File: src/rtl/serial_adder_pkg.sv
// serial_adder_pkg
// Shared definitions for the bit-serial adder: the default operand width and
// the controller state encoding. Imported by serial_adder.
package serial_adder_pkg;

  localparam int DEFAULT_WIDTH = 8;

  typedef enum logic [1:0] {
    IDLE = 2'd0,
    RUN  = 2'd1,
    DONE = 2'd2
  } state_e;

endpackage

File: src/rtl/oneBitFA2.sv
// oneBitFA2
// One-bit full-adder cell.
// Ports:
//   a_i, b_i  - addend bits
//   ci_i      - carry-in
//   sum_o     - sum bit
//   co_o      - carry-out
module oneBitFA2 (
  input  logic a_i,
  input  logic b_i,
  input  logic ci_i,
  output logic sum_o,
  output logic co_o
);

  logic half_s;

  assign half_s = a_i ^ b_i;
  assign sum_o  = half_s ^ ci_i;
  assign co_o   = (a_i & b_i) | (ci_i & half_s);

endmodule

File: src/rtl/serial_adder.sv
// serial_adder
// Bit-serial adder: computes a_i + b_i + ci_i one bit per clock, LSB first,
// through a single full-adder cell and a carry flop.
// Ports:
//   clk_i    - clock, all state changes on the rising edge
//   rst_i    - synchronous active-high reset
//   start_i  - begin an addition (honoured in IDLE and DONE only)
//   a_i/b_i  - operands, captured on an accepted start
//   ci_i     - carry-in, captured on an accepted start
//   busy_o   - high while bits are being processed
//   done_o   - one-cycle pulse marking a new result
//   sum_o    - result of the last completed addition (mod 2^WIDTH)
//   co_o     - carry-out of the last completed addition
module serial_adder
  import serial_adder_pkg::*;
#(
  parameter int WIDTH = DEFAULT_WIDTH
) (
  input  logic             clk_i,
  input  logic             rst_i,
  input  logic             start_i,
  input  logic [WIDTH-1:0] a_i,
  input  logic [WIDTH-1:0] b_i,
  input  logic             ci_i,
  output logic             busy_o,
  output logic             done_o,
  output logic [WIDTH-1:0] sum_o,
  output logic             co_o
);

  localparam int CW = $clog2(WIDTH) + 1;
  localparam logic [CW-1:0] LAST_CNT = CW'(WIDTH - 1);

  state_e           state_r;
  state_e           state_nx_s;
  logic [WIDTH-1:0] a_sh_r;
  logic [WIDTH-1:0] b_sh_r;
  logic [WIDTH-1:0] res_sh_r;
  logic [WIDTH-1:0] res_sh_nx_s;
  logic             carry_r;
  logic [CW-1:0]    cnt_r;
  logic [WIDTH-1:0] sum_r;
  logic             co_r;
  logic             fa_sum_s;
  logic             fa_co_s;
  logic             last_bit_s;

  oneBitFA2 u_fa (
    .a_i   (a_sh_r[0]),
    .b_i   (b_sh_r[0]),
    .ci_i  (carry_r),
    .sum_o (fa_sum_s),
    .co_o  (fa_co_s)
  );

  // New sum bit enters at the MSB so that after WIDTH shifts bit 0 sits at the LSB.
  assign res_sh_nx_s = {fa_sum_s, res_sh_r[WIDTH-1:1]};
  assign last_bit_s  = (cnt_r == LAST_CNT);

  // Next-state logic for the IDLE/RUN/DONE controller.
  always_comb begin
    state_nx_s = state_r;
    case (state_r)
      IDLE, DONE: begin
        if (start_i) begin
          state_nx_s = RUN;
        end else begin
          state_nx_s = IDLE;
        end
      end
      RUN: begin
        if (last_bit_s) begin
          state_nx_s = DONE;
        end else begin
          state_nx_s = RUN;
        end
      end
      default: state_nx_s = IDLE;
    endcase
  end

  // State register.
  always_ff @(posedge clk_i) begin
    if (rst_i) begin
      state_r <= IDLE;
    end else begin
      state_r <= state_nx_s;
    end
  end

  // Datapath: operand/result shift registers, carry flop, bit counter, result registers.
  always_ff @(posedge clk_i) begin
    if (rst_i) begin
      a_sh_r   <= '0;
      b_sh_r   <= '0;
      res_sh_r <= '0;
      carry_r  <= 1'b0;
      cnt_r    <= '0;
      sum_r    <= '0;
      co_r     <= 1'b0;
    end else begin
      case (state_r)
        IDLE, DONE: begin
          if (start_i) begin
            a_sh_r  <= a_i;
            b_sh_r  <= b_i;
            carry_r <= ci_i;
            cnt_r   <= '0;
          end
        end
        RUN: begin
          a_sh_r   <= a_sh_r >> 1;
          b_sh_r   <= b_sh_r >> 1;
          res_sh_r <= res_sh_nx_s;
          carry_r  <= fa_co_s;
          cnt_r    <= cnt_r + {{(CW-1){1'b0}}, 1'b1};
          // Results are published only when the final bit completes.
          if (last_bit_s) begin
            sum_r <= res_sh_nx_s;
            co_r  <= fa_co_s;
          end
        end
        default: begin
          cnt_r <= '0;
        end
      endcase
    end
  end

  assign busy_o = (state_r == RUN);
  assign done_o = (state_r == DONE);
  assign sum_o  = sum_r;
  assign co_o   = co_r;

endmodule

File: config.mk
export PLATFORM = sky130hd
export DESIGN_NAME = serial_adder
export DESIGN_NICKNAME = d
export VERILOG_FILES = /design/src/rtl/serial_adder_pkg.sv /design/src/rtl/oneBitFA2.sv /design/src/rtl/serial_adder.sv
export SDC_FILE = /design/constraint.sdc
export NUM_CORES = 1
export LEC_CHECK = 0
export CORE_ASPECT_RATIO = 0.9
export CORE_MARGIN = 10
export CORE_UTILIZATION = 40
export DETAILED_ROUTE_END_ITERATION = 10
export HOLD_SLACK_MARGIN = 0.12
export PLACE_DENSITY = 0.62
export SLEW_MARGIN = 20
export SYNTH_ARGS = -nofsm -noshare
export SYNTH_HDL_FRONTEND = slang
export SYNTH_SLANG_ARGS = --single-unit
File: constraint.sdc
create_clock -name clk_i -period 3.1 [get_ports clk_i]
set_input_delay 0.62 -clock clk_i [delete_from_list [all_inputs] [get_ports clk_i]]
set_output_delay 0.62 -clock clk_i [all_outputs]
set_load 0.05 [all_outputs]
---- Word level (Yosys, flattened, before mapping) ----
Cells that the tools add are included.
word-level totals
  output and inout bits ................... 11
  register bits after elaboration ......... 40
  word-level logic and storage cells ...... 34
operators by class
  mux-type cells .......................... 11
  reduce and logical (&&, ||, !) cells .... 5
  eq/ne operators ......................... 4
  $add $sub $neg .......................... 1
  bitwise gates (word level) .............. 5
operators by type and width
  operator                                              number
  one-hot mux 8 bit (2 select lines)                    2
  two-way mux 8 bit                                     2
  one-hot mux 4 bit (2 select lines)                    1
  adder 4 x 1 -> 4 bit (second input constant)          1
  equality test 4 x 3 -> 1 bit (second input constant)  1
  two-way mux 4 bit                                     1
  one-hot mux 2 bit (2 select lines)                    1
  AND reduction 2 bit                                   2
  bitwise AND 1 bit                                     2
  equality test 2 x 1 -> 1 bit (second input constant)  1
  equality test 2 bit (second input constant)           1
  zero test 2 bit                                       1
  two-way mux 1 bit                                     2
  two-way mux 2 bit                                     1
  inequality test 2 bit (second input constant)         1
  one-hot mux 1 bit (2 select lines)                    1
  nonzero test 2 bit                                    1
  OR reduction 2 bit                                    1
  bitwise XOR 1 bit                                     2
  OR 1 bit                                              1

---- Depth between registers and ports, before layout ----
Gate-level depths: netlist (run 1).
  word-level depth ........................ 4
  depth in mapped cells ................... 6
  depth with buffers taken out ............ 4

---- Hierarchy ----
From an unflattened synthesis (run 1), not the netlist that was laid out.
second synthesis, totals
  cells, all modules ...................... 192
  area total of the unflattened synthesis .. 1,724.2 um^2
by module, submodules not included
  module        times used  area an instance (um^2)  seq. area each (um^2)  cells each
  serial_adder  1           1,704.1                  780.7                  191
  oneBitFA2     1           20.0                     0.0                    1

---- Worst setup path before layout (run 1) ----
No wires, ideal clock.
  path type ............................... register -> output
  from .................................... register state_r[1]
  to ...................................... output done_o
  required time ........................... 2.480 ns
  buffers on the path ..................... 0
  cell stages (with the launch flop) ...... 2
  data arrival time ....................... 1.032 ns
  slack ................................... 1.448 ns
  path through ............................ dfxtp_1 nor2b_1
between the ends
  word-level cells in the longest chain between the ends .. 1
RTL lines
  element                   RTL line             source
  start: declaration        serial_adder.sv:34   state_e state_r;
  start signal: assignment  serial_adder.sv:87   state_r <= state_nx_s;
  equality test 2 bit       serial_adder.sv:131  assign done_o = (state_r == DONE);
  end: declaration          serial_adder.sv:26   output logic done_o,
Every way passes these cells.

---- Final worst setup path (run 1) ----
Ends and elaborated chain as after synthesis.

==> results of run 1 <==
worst max-delay path, delay by kind of cell, from the launching register on:
kind          cells  cell delay, ps
flops             1             360
buf+inv           1             810
simple gates      1             140
per-stage QoR:
| stage | std cells | setup slack, ps | utilization (%) |
|---|---|---|---|
| detailed placement | 269 | 1080 | 49.0 |
| floorplan | 192 | 1450 | - |
| global route | 276 | 791 | 51.1 |
| global placement | 269 | 1160 | 49.0 |
| finish | 276 | 882 | 51.1 |
| CTS | 276 | 858 | 51.1 |
cells by family after synthesis:
| group | count (synthesis) |
|---|---|
| and+or+nand+nor | 96 |
| muxes | 12 |
| DFF | 39 |
| AOI/OAI and AO/OA | 27 |
| adders and majority gates | 2 |
| buffers and inverters | 16 |
power by group through the flow:
stage	clock network (mW)	registers, mW	logic [mW]
4_1_cts	0.356	0.539	0.138
3_3_place_gp	0	0.550	0.134
6_report	0.345	0.539	0.136
3_5_place_dp	0	0.550	0.138
2_1_floorplan	0	0.547	0.108
5_1_grt	0.375	0.543	0.150
routing by layer:
layer  up-vias  global-route usage, %  routed length (um)
met5         -                      0                   0
met4         0                   4.45                  71
met3         8                   3.69                 161
met2        22                   15.2                1620
met1       641                   11.9                1840
li1        689                      -                   -
path summary, 6_finish.rpt:
check / start / endpoint
max: state_r[1] / done_o
min: res_sh_r[1] / res_sh_r[1]
max reg2reg: state_r[0] / sum_o[3]
min reg2reg: res_sh_r[1] / res_sh_r[1]
sequential cells by signal, indices dropped and copies added, names as in the netlist:
| signal | flops |
|---|---|
| co_o | 1 |
| b_sh_r | 8 |
| res_sh_r | 7 |
| a_sh_r | 8 |
| cnt_r | 4 |
| state_r | 2 |
| sum_o | 8 |
| carry_r | 1 |
cell type report:
| type | instances | area (um2) |
|---|---|---|
| clock buffers | 6 | 82.6 |
| fillers | 416 | 2040 |
| multi-input cells | 137 | 883 |
| well taps | 60 | 75.1 |
| repair buffers | 32 | 308 |
| flip-flops and latches | 39 | 781 |
| inverters | 1 | 5.00 |
| clock inverters | 1 | 5.00 |
cell usage in the layout, fill, tap and decap left out, types with 2 or more instances in the layout:
master           count
nand2_1             46
dfxtp_1             39
clkdlybuf4s50_1     28
nand2b_1            20
nor2_1              18
a311oi_2            15
mux2i_1             12
a21oi_1             10
clkbuf_8             6
nor3_1               3
buf_4                3
clkinv_2             2
nand3b_1             2
nand3_1              2
nor3b_1              2
==> impl_metrics.py, run 1 <==
metrics = {
    "run_status": {
        "outcome": "completed",
    },
    "pwr": {
        "power_switching_mw": 0.260,
        "p_int_mw": 0.760,
        "vdd.ir_drop.worst_uv": 290,
        "switching_share_pct": 25.5,
        "p_clk_share_pct": 33.8,
        "power_mw": 1.02,
        "power_density_nw_per_um2": 477,
        "p_leak_nw": 0.708,
        "p_comb_share_pct": 13.4,
        "seqPwrFrac_pct": 52.8,
    },
    "yosys": {
        "synthArstFlopShare_pct": 0,
        "yosys.area_share.simple_pct": 25.0,
        "synth.cell_area_um2": 1780,
        "yosysSeqAreaShare_pct": 44.0,
        "synthTopCellsByArea": "dfxtp_1 44%, a311oi_2 13%, nand2_1 9.7%, nand2b_1 7.0%, mux2i_1 6.8%",
        "synth_top_cell_by_area": "dfxtp_1",
        "ys.flop_type": "dfxtp_1",
        "synth_edf_count": 0,
        "synth.ff_latch_count": 39,
        "yosys.area_share.xor_xnor_pct": 0,
        "yosysWarnings": 0,
        "synth_top_family_by_area": "simple AND/OR/NAND/NOR gates",
        "synth_fa_ha_area_share_pct": 1.83,
        "synth_top_area_share_pct": 44.0,
        "avgSynthCellArea_um2": 9.25,
        "yosysMostFrequentCell": "nand2_1",
        "synth_compound_area_share_pct": 16.1,
        "synth_common_cells": "46 x nand2_1, 39 x dfxtp_1, 20 x nand2b_1",
        "ys_types": 24,
        "syn_nets": 214,
        "synth_cells": 192,
        "synthMuxAreaShare_pct": 6.77,
    },
    "grt": {
        "grt_pass1_vias": 1359,
        "grt_overflow_total": 0,
        "antenna_found_initial": 0,
        "grt_pass1_wl_um": 6300,
        "grt_max_degree": 49,
        "grt_usage_pct": 9.85,
    },
    "timing": {
        "setup_viol": 0,
        "worstMarginPinSlew_ps": 887,
        "fmax_ghz": 0.451,
        "hold_ws_ps": 459,
        "min_period_over_period_pct": 71.6,
        "hold_viol_final": 0,
        "rsz0062_at_grt": "false",
        "slew_headroom_pct": 40.8,
        "slew_viol_final": 0,
        "fin_skew_ps": 7.06,
        "layout_min_cycle_time_ps": 2220,
        "finalSetupTns_ps": 0,
    },
    "cts": {
        "insertion_delay_ps": 290,
        "ctsHoldBuffers": 0,
        "post_cts_buffers": 0,
        "clock_path_buffers": 2,
        "cts.sinks": 39,
        "cts_tree": "done",
        "clk_pin_slew_ps": 70,
        "cts_resized": 0,
        "cts-root-buf": "clkbuf_8",
        "cts_htree_levels": 2,
        "cts_inserted_buffers": 5,
    },
    "critical_path": {
        "critPathMaxFanout": 3,
        "critical_path.cell_chain": "nor2b_1 -> clkdlybuf4s50_1",
        "reg2reg_setup_slack_ps": 1650,
        "cpPeakStageDelay_ps": 810,
        "endpoint_kind": "output port",
        "cp.required_ps": 2480,
        "rr_worst_depth": 4,
        "critPathLaunchType": "register",
        "worstPathArrival_ps": 1600,
        "cp_slowest_cell": "clkdlybuf4s50_1",
        "critical_path_class": "reg2out",
    },
    "place": {
        "dpl_cell_area_um2": 2050,
        "numPortBuffers": 30,
        "dp_hpwl_um": 2470,
        "place.gp.congestion": 0.748,
    },
    "die": {
        "start_util_pct": 42.4,
        "die_area_um2": 7510,
        "die_w_um": 90.2,
        "core-area_um2": 4180,
        "io_pins": 31,
        "num_rows": 22,
        "die_h_um": 83.2,
    },
    "final_layout": {
        "final_area_um2": 2140,
        "fin_nets": 238,
        "antenna_cells": 0,
        "syn2layout_area_growth_pct": 20.5,
        "drive_gt1_share_pct": 13.0,
    },
    "min_path": {
        "hp-class": "reg2reg",
        "whs_path_depth": 2,
    },
    "drt": {
        "drtPass1Iterations": 4,
        "routed_wl_um": 3700,
        "postRouteAntennaNets": 0,
        "route.detailed.drc": 0,
        "vias_per_cell": 4.93,
        "num_vias": 1360,
        "drt_iter0_drc": 103,
        "routedWlPerCell_um": 13.4,
    },
    "flow_run": {
        "maxCapViolCount": 0,
    },
}
Power figures use the tool's default switching activity.
==> inputs of run 2 (changes only) <==
- PLACE_DENSITY: 0.62 -> 0.65
- clock period: 3.1 -> 1.8 ns (I/O delays scaled with it)
==> impl_metrics.py, run 2 (synthesis gave the netlist of run 1 again) <==
metrics = {
    "run_status": {
        "outcome": "completed",
    },
    "drt": {
        "dr_wl_met2_um": 1620,
        "drtPass1Iterations": 4,
        "routed_wl_um": 3560,
        "drt_iter0_drc": 72,
        "num_vias": 1353,
        "routedWlPerCell_um": 12.7,
        "wl_met3_um": 136,
        "postRouteAntennaNets": 0,
        "wirelength_met1_um": 1780,
        "top_layer": "met4",
        "route.detailed.drc": 0,
        "vias_per_cell": 4.81,
    },
    "timing": {
        "fmax_ghz": 0.600,
        "rsz0062_at_grt": "false",
        "hold_ws_ps": 457,
        "hold_viol_final": 0,
        "min_period_over_period_pct": 92.6,
        "setup_viol": 0,
        "slew_headroom_pct": 75.8,
        "slew_viol_final": 0,
        "layout_min_cycle_time_ps": 1670,
        "worstMarginPinSlew_ps": 362,
        "finalSetupTns_ps": 0,
        "fin_skew_ps": 7.08,
    },
    "critical_path": {
        "endpoint_kind": "output port",
        "worstPathArrival_ps": 1310,
        "critical_path_class": "reg2out",
        "critPathMaxFanout": 15,
        "critPathLaunchType": "register",
        "cp.required_ps": 1440,
    },
    "die": {
        "start_util_pct": 42.4,
        "die_h_um": 83.2,
        "die_w_um": 90.2,
        "num_rows": 22,
        "io_pins": 31,
        "die_area_um2": 7510,
        "core-area_um2": 4180,
    },
    "pwr": {
        "vdd.ir_drop.worst_uv": 486,
        "power_density_nw_per_um2": 876,
        "p_leak_nw": 0.772,
    },
    "final_layout": {
        "drive_gt1_share_pct": 19.5,
        "syn2layout_area_growth_pct": 23.9,
        "nFillCells": 407,
        "antenna_cells": 0,
        "final_cell_mix": "46 x nand2_1, 39 x dfxtp_1, 20 x nand2b_1",
        "fin_nets": 242,
        "final_common_cell": "nand2_1",
    },
    "cts": {
        "post_cts_buffers": 0,
        "clock_path_buffers": 2,
        "cts_resized": 0,
        "insertion_delay_ps": 290,
        "cts_htree_levels": 2,
        "cts_tree": "done",
        "cts-root-buf": "clkbuf_8",
        "clk_pin_slew_ps": 80,
        "cts_inserted_buffers": 5,
        "ctsHoldBuffers": 0,
        "cts.sinks": 39,
    },
    "min_path": {
        "hp-class": "reg2reg",
    },
    "place": {
        "dp_hpwl_um": 2370,
        "place.gp.congestion": 0.793,
        "numPortBuffers": 30,
    },
    "grt": {
        "antenna_found_initial": 0,
        "grt_usage_pct": 9.71,
        "grt_pass1_wl_um": 6200,
        "grt_max_degree": 49,
        "grt_pass1_vias": 1354,
        "grt_overflow_total": 0,
    },
    "flow_run": {
        "maxCapViolCount": 0,
    },
}
[run 2: changes by cell type in the layout (fill, tap and decap cells not counted)]
cell	change
buf_12	+2
clkdlybuf4s50_1	-10
bufinv_16	+1
buf_4	+12
[run 2: critical path, cell delays in order (launching register included)]
cell	delay, ps
dfxtp_1	380
nand2b_1	180
clkinv_2	210
buf_4	260
[run 2: cell type report]
type	count	area, um2	area share [%]
clock buffer	6	82.6	3.75
clock inverter	2	35.0	1.59
inverter	1	5.00	0.228
multi-input combinational	137	883	40.2
sequential	39	781	35.5
tap	60	75.1	3.41
timing repair buffer	36	338	15.4
[run 2: metrics by stage]
stage / instance area (um2) / utilization [%] / setup slack, ps / power [mW] / std cells
2_1_floorplan: 1780 / - / 408 / 1.13 / 192
3_3_place_gp: 2080 / 49.8 / 256 / 1.20 / 273
3_5_place_dp: 2080 / 49.8 / 213 / 1.20 / 273
4_1_cts: 2200 / 52.6 / 111 / 1.96 / 281
5_1_grt: 2200 / 52.6 / 42.1 / 2.02 / 281
6_report: 2200 / 52.6 / 133 / 1.93 / 281
[run 2: final timing paths]
path	to	slack (ps)	start	depth (start not counted)
worst max register to register	sum_o[3]	410	cnt_r[0]	4
worst min register to register	res_sh_r[1]	460	res_sh_r[1]	2
worst min-delay path	res_sh_r[1]	460	res_sh_r[1]	2
worst max-delay path	busy_o	130	state_r[1]	3
[run 2: where the power goes]
| part | switching, mW | total (mW) | internal [mW] |
|---|---|---|---|
| sequential | 0.0245 | 0.927 | 0.903 |
| clock | 0.302 | 0.751 | 0.449 |
| combinational | 0.129 | 0.249 | 0.120 |
[run 2: layer usage]
layer / vias up / GRT usage, %
met5: - / 0
met4: 0 / 4.31
met3: 2 / 2.97
met2: 20 / 14.8
met1: 628 / 12.2
li1: 703 / -
